$ cat config.mk
export PLATFORM = sky130hd
export DESIGN_NAME = mux_sel_sequencer_flat
export DESIGN_NICKNAME = d
export VERILOG_FILES = /design/src/rtl/mux_seq_pkg.sv /design/src/rtl/mux_sel_sequencer_if.sv /design/src/rtl/sync_nff.sv /design/src/rtl/mux_sel_sequencer.sv /design/src/flat_wrapper.sv
export SDC_FILE = /design/constraint.sdc
export NUM_CORES = 1
export LEC_CHECK = 0
export ABC_AREA = 1
export CORE_MARGIN = 2
export CORE_UTILIZATION = 47
export DETAILED_ROUTE_END_ITERATION = 8
export PLACE_DENSITY = 0.73
export SETUP_SLACK_MARGIN = 0.02
export SLEW_MARGIN = 20
export SYNTH_ARGS = -nofsm -noshare
export SYNTH_HDL_FRONTEND = slang
export SYNTH_SLANG_ARGS = --single-unit
$ cat constraint.sdc
create_clock -name clk -period 1.6 [get_ports clk]
set_input_delay 0.16 -clock clk [delete_from_list [all_inputs] [get_ports clk]]
set_output_delay 0.16 -clock clk [all_outputs]
set_load 0.02 [all_outputs]
$ cat src/rtl/mux_seq_pkg.sv
// mux_seq_pkg: shared types, widths and dwell helper for the mux select sequencer
package mux_seq_pkg;
  localparam int SEL_W   = 2;
  localparam int NCH     = 4;
  localparam int DWELL_W = 4;
  typedef enum logic [1:0] {IDLE, MANUAL, AUTO} state_t;
  function automatic logic [DWELL_W-1:0] dwell_last(input logic [DWELL_W-1:0] d);
    return (d == '0) ? '0 : d - DWELL_W'(1);
  endfunction
endpackage

$ cat src/rtl/mux_sel_sequencer_if.sv
// mux_sel_sequencer_if: control inputs and mux-facing outputs of the select sequencer
interface mux_sel_sequencer_if;
  import mux_seq_pkg::*;
  logic               ena;
  logic [NCH-1:0]     din;
  logic               auto_mode;
  logic [SEL_W-1:0]   man_sel;
  logic [DWELL_W-1:0] dwell;
  logic [SEL_W-1:0]   sel;
  logic [NCH-1:0]     dout;
  logic               sel_stb;
  logic               wrap;
  modport master (output ena, din, auto_mode, man_sel, dwell, input sel, dout, sel_stb, wrap);
  modport slave (input ena, din, auto_mode, man_sel, dwell, output sel, dout, sel_stb, wrap);
endinterface

$ cat src/rtl/sync_nff.sv
// sync_nff: STAGES-deep flop chain synchroniser of width W
module sync_nff #(
  parameter int W      = 1,
  parameter int STAGES = 2
) (
  input  logic         clk,
  input  logic         rst_n,
  input  logic [W-1:0] d_i,
  output logic [W-1:0] q_o
);
  logic [STAGES-1:0][W-1:0] ff_q;
  always_ff @(posedge clk) begin
    if (!rst_n) ff_q <= '0;
    else ff_q <= {ff_q[STAGES-2:0], d_i};
  end
  assign q_o = ff_q[STAGES-1];
endmodule

$ cat src/rtl/mux_sel_sequencer.sv
// mux_sel_sequencer: manual or round-robin channel select for a downstream 4:1 mux
module mux_sel_sequencer
  import mux_seq_pkg::*;
#(
  parameter int SYNC_STAGES = 2,
  parameter int PRESCALE_W  = 8
) (
  input logic                 clk,
  input logic                 rst_n,
  mux_sel_sequencer_if.slave  bus
);
  state_t              state_q, state_d;
  logic [SEL_W-1:0]    sel_q, sel_d, man_s;
  logic [PRESCALE_W-1:0] psc_q, psc_d;
  logic [DWELL_W-1:0]  cnt_q, cnt_d;
  logic [NCH-1:0]      din_s;
  logic                stb_q, stb_d, wrap_q, wrap_d, auto_s, tick, last;
  sync_nff #(.W(NCH), .STAGES(SYNC_STAGES)) u_din (
    .clk(clk), .rst_n(rst_n), .d_i(bus.din), .q_o(din_s)
  );
  sync_nff #(.W(1), .STAGES(SYNC_STAGES)) u_auto (
    .clk(clk), .rst_n(rst_n), .d_i(bus.auto_mode), .q_o(auto_s)
  );
  sync_nff #(.W(SEL_W), .STAGES(SYNC_STAGES)) u_man (
    .clk(clk), .rst_n(rst_n), .d_i(bus.man_sel), .q_o(man_s)
  );
  assign tick = &psc_q;
  // >= rather than == so a dwell lowered below the count advances on the next tick
  assign last = cnt_q >= dwell_last(bus.dwell);
  always_comb begin
    state_d = !bus.ena ? IDLE : auto_s ? AUTO : MANUAL;
    sel_d   = sel_q;
    psc_d   = psc_q;
    cnt_d   = cnt_q;
    stb_d   = 1'b0;
    wrap_d  = 1'b0;
    if (state_d == MANUAL) begin
      sel_d = man_s;
      stb_d = man_s != sel_q;
    end else if (state_d == AUTO && state_q != AUTO) begin
      psc_d = '0;
      cnt_d = '0;
    end else if (state_d == AUTO) begin
      psc_d = psc_q + PRESCALE_W'(1);
      if (tick) begin
        cnt_d  = last ? '0 : cnt_q + DWELL_W'(1);
        sel_d  = last ? sel_q + SEL_W'(1) : sel_q;
        stb_d  = last;
        wrap_d = last && sel_q == SEL_W'(NCH - 1);
      end
    end
  end
  always_ff @(posedge clk) begin
    if (!rst_n) begin
      state_q <= IDLE;
      sel_q   <= '0;
      psc_q   <= '0;
      cnt_q   <= '0;
      stb_q   <= 1'b0;
      wrap_q  <= 1'b0;
    end else begin
      state_q <= state_d;
      sel_q   <= sel_d;
      psc_q   <= psc_d;
      cnt_q   <= cnt_d;
      stb_q   <= stb_d;
      wrap_q  <= wrap_d;
    end
  end
  assign bus.sel     = sel_q;
  assign bus.dout    = din_s;
  assign bus.sel_stb = stb_q;
  assign bus.wrap    = wrap_q;
endmodule

$ cat src/flat_wrapper.sv
// flat-port wrapper written by rule: the top's interface ports become plain ports
module mux_sel_sequencer_flat import mux_seq_pkg::*;
#(
  parameter int SYNC_STAGES = 2,
  parameter int PRESCALE_W  = 8
)
  (clk, rst_n, bus_ena, bus_din, bus_auto_mode, bus_man_sel, bus_dwell, bus_sel, bus_dout, bus_sel_stb, bus_wrap);
  mux_sel_sequencer_if bus_i ();
  input logic clk;
  input logic rst_n;
  input wire logic [$bits(bus_i.ena)-1:0] bus_ena;
  input wire logic [$bits(bus_i.din)-1:0] bus_din;
  input wire logic [$bits(bus_i.auto_mode)-1:0] bus_auto_mode;
  input wire logic [$bits(bus_i.man_sel)-1:0] bus_man_sel;
  input wire logic [$bits(bus_i.dwell)-1:0] bus_dwell;
  output wire logic [$bits(bus_i.sel)-1:0] bus_sel;
  output wire logic [$bits(bus_i.dout)-1:0] bus_dout;
  output wire logic [$bits(bus_i.sel_stb)-1:0] bus_sel_stb;
  output wire logic [$bits(bus_i.wrap)-1:0] bus_wrap;
  assign bus_i.ena = bus_ena;
  assign bus_i.din = bus_din;
  assign bus_i.auto_mode = bus_auto_mode;
  assign bus_i.man_sel = bus_man_sel;
  assign bus_i.dwell = bus_dwell;
  assign bus_sel = bus_i.sel;
  assign bus_dout = bus_i.dout;
  assign bus_sel_stb = bus_i.sel_stb;
  assign bus_wrap = bus_i.wrap;
  mux_sel_sequencer #(.SYNC_STAGES(SYNC_STAGES), .PRESCALE_W(PRESCALE_W)) u_core (.clk(clk), .rst_n(rst_n), .bus(bus_i));
endmodule
==> impl_results.md <==
- Outcome: complete, no violations
- Avg Inst Size Synth: 7.31 sq um
- Rows: 20
- Number of nets in the layout: 255
- Die extent in y: 60.3 um
- Pwr dens: 854 nW/um^2
- Worst Tran Pin Value: 0.244 ns
- NetSw: 391 uW
- Critical path arrival: 1.70 ns
- Via count: 1280
- Die Area: 3640 sq um
- Die X: 60.3 um
- Area Overhead vs Synth: 28.7%
- Met2 Resource Use GR: 30.3%
- CP bufs+invs: 1
- Wire per inst: 10.0 um
- Min Hold Slack: 0.348 ns
- Sw frac: 23.8%
- Worst rel slew slack: 83.7%
- Total gr overflow: 0
- Area leader, netlist: dfxtp_1
- DRC viols: 0
- Clock share of power: 36.0%
- Ant diodes: 0
- Clk_lat worst skew: 0.33 ns
- # setup viols final: 0
- Post-synthesis sequential area ratio: 43.0%
- Most frequent cells in the layout: nand2_1 (45), inv_1 (36), dfxtp_1 (32), nor2_1 (20), clkdlybuf4s50_1 (15)
- Crit end category: flip-flop
- Initial antenna violation count: 0
- DR pass1 iterations: 4
- VDD IR-drop max: 617 uV
- Dpl hpwl: 2000 um
- Period utilisation layout: 91.2%
- Cell area after synthesis: 1490 sq um
- Crit-path max FO: 4
- Worst path slowest cell: dfxtp_1
- Fin crit period: 1.46 ns
- Htree depth: 2
- GRT met3 Usage: 7.25%
- Initial core utilization: 49.3%
- CP max stage delay: 0.35 ns
- Final wirelength: 2800 um
- CTS tree: done
- Delay-heaviest family, CP: simple AND/OR/NAND/NOR gates
- YS warnings: 0
- Worst hold path type: primary input to flip-flop
- Max Clock Skew: 0.00370 ns
- Vias per inst: 4.59
- Final ANT Viol Nets: 0
- Fmax: 0.685 GHz
- PortBufs: 21
- Final slew viol count: 0
- Share of cells above drive strength 1: 15.3%
- GRT busiest layer: met2
- Post-Syn Instances: 204
- First-pass GRT wire length: 4480 um
- Placer Congestion: 0.764
- FFs w/ async S/R, synth: 0%
- CTS buffer count: 5
- Logic pwr share: 12.9%
- Hold Fails Final Rpt: 0
- Commonest non-fill, non-tap cell in the layout: nand2_1
- Largest net degree at the start of global routing: 13
- Synthesized netlist net count: 225
- Clk sinks: 32
- Yosys cell types: 25
- Post-synth EDFFs: 0
- Initial drt markers: 37
- CTS Buffer Depth: 2
- Core area: 3030 sq um
- Max-cap violations: 0
- Pleak: 0.000959 uW
- GR Util met1: 18.1%
- GRT Util Overall: 17.6%
- Root buffer cell: clkbuf_4
- Vias in the first global route: 1096
- Setup TNS: 0 ns
- Top cell type's share of synthesized area: 43.0%
- Startpoint types: flip-flop
- Top area cells in the synthesized netlist: dfxtp_1 (43%), nand2_1 (12%), inv_1 (9.3%), nor2_1 (6.0%), ha_1 (5.9%)
- Worst path required time: 1.84 ns
- Flop pwr share: 51.1%
- RSZ-0062 raised after global routing: false
- Worst-path cell chain: ha_1, nand2_1, inv_1, nand2_2, nand3_4, nand3_4, nand2_1, nor2_1, nor2_1
- Worst-path clk slew: 0.10 ns
- I/O Pins: 22
- Seq cells post-synth: 32
- Internal: 1250 uW
- CP Class: flip-flop to flip-flop
- Main flop type after synthesis: dfxtp_1
[registers in the layout (all words and copies together) (netlist names)]
signal              count
u_core.u_din.q_o        4
u_core.u_din.ff_q       4
u_core.bus.wrap         1
u_core.u_man.ff_q       2
u_core.bus.sel_stb      1
u_core.u_man.q_o        2
u_core.u_auto.q_o       1
u_core.u_auto.ff_q      1
u_core.bus.sel          2
u_core.psc_q            8
u_core.state_q          2
u_core.cnt_q            4
[cells in the mapped netlist, drive strengths merged, types with 3 or more instances]
library cell  count
a21oi            11
buf               6
dfxtp            32
ha                7
inv              38
nand2            52
nand3             7
nand4             5
nor2             26
o21ai            11
xor2              3
[what timing repair did]
item | 4_1_cts | 5_1_grt
pin swaps | 5 | 11
resized for setup | 12 | 13
setup endpoints to repair | 9 | 9
setup buffers | 2 | 1
hold buffers | 0 | 0
[area by class of cell]
cell class              count  area (sq um)
clock buffers               6          41.3
clock inverters             2          35.0
fillers                   269          1110
inverters                  39           153
multi-input cells         127           723
flip-flops and latches     32           641
well taps                  44          55.1
repair buffers             29           272
[worst reg2reg max path, cell delays in order (launching register included)]
cell     delay (ns)
dfxtp_1        0.35
ha_1           0.35
nand2_1        0.07
inv_1          0.06
nand2_2        0.09
nand3_4        0.12
nand3_4        0.12
nand2_1        0.05
nor2_1         0.10
nor2_1         0.05
[logic make-up after synthesis]
family | after synthesis | synth area share, %
AO/OA/AOI/OAI | 25 | 8.89
buffers and inverters | 45 | 12.8
AND/OR/NAND/NOR | 91 | 27.1
adder cells (fa/ha/maj) | 7 | 5.87
flip-flops | 32 | 43.0
XOR/XNOR | 4 | 2.35
[through the flow]
step / worst slack [ns] / cell area, sq um / utilization [%] / instances / total power, uW
global route: 0.0134 / 1920 / 63.4 / 279 / 1730
floorplan: 0.0535 / 1490 / - / 204 / 964
CTS: 0.0321 / 1870 / 61.7 / 278 / 1650
detailed placement: -0.597 / 1760 / 58.0 / 268 / 1040
finish: 0.141 / 1920 / 63.4 / 279 / 1640
global placement: -0.499 / 1760 / 58.0 / 268 / 1040
[per-layer routing]
metal | vias to the layer above | part of all wire [%]
li1 | 690 | -
met1 | 556 | 42
met2 | 29 | 50
met3 | 5 | 5.2
met4 | 0 | 2.3
met5 | - | 0
[path summary, 6_finish.rpt]
check / from / end / slack, ns / cells after the start
worst max-delay path: u_core.cnt_q[3] / u_core.bus.sel[1] / 0.14 / 9
worst min-delay path: bus_auto_mode / u_core.u_auto.ff_q[0] / 0.35 / 3
worst max register to register: u_core.cnt_q[3] / u_core.bus.sel[1] / 0.14 / 9
worst min register to register: u_core.u_man.ff_q[1] / u_core.u_man.q_o[1] / 0.42 / 2
[power by group through the flow]
| stage | logic, uW | registers (uW) | clock network [uW] |
|---|---|---|---|
| 2_1_floorplan | 103 | 861 | 0 |
| 3_3_place_gp | 182 | 855 | 0 |
| 3_5_place_dp | 187 | 857 | 0 |
| 4_1_cts | 197 | 838 | 615 |
| 5_1_grt | 236 | 841 | 648 |
| 6_report | 211 | 838 | 591 |
Power figures use the tool's default switching activity.
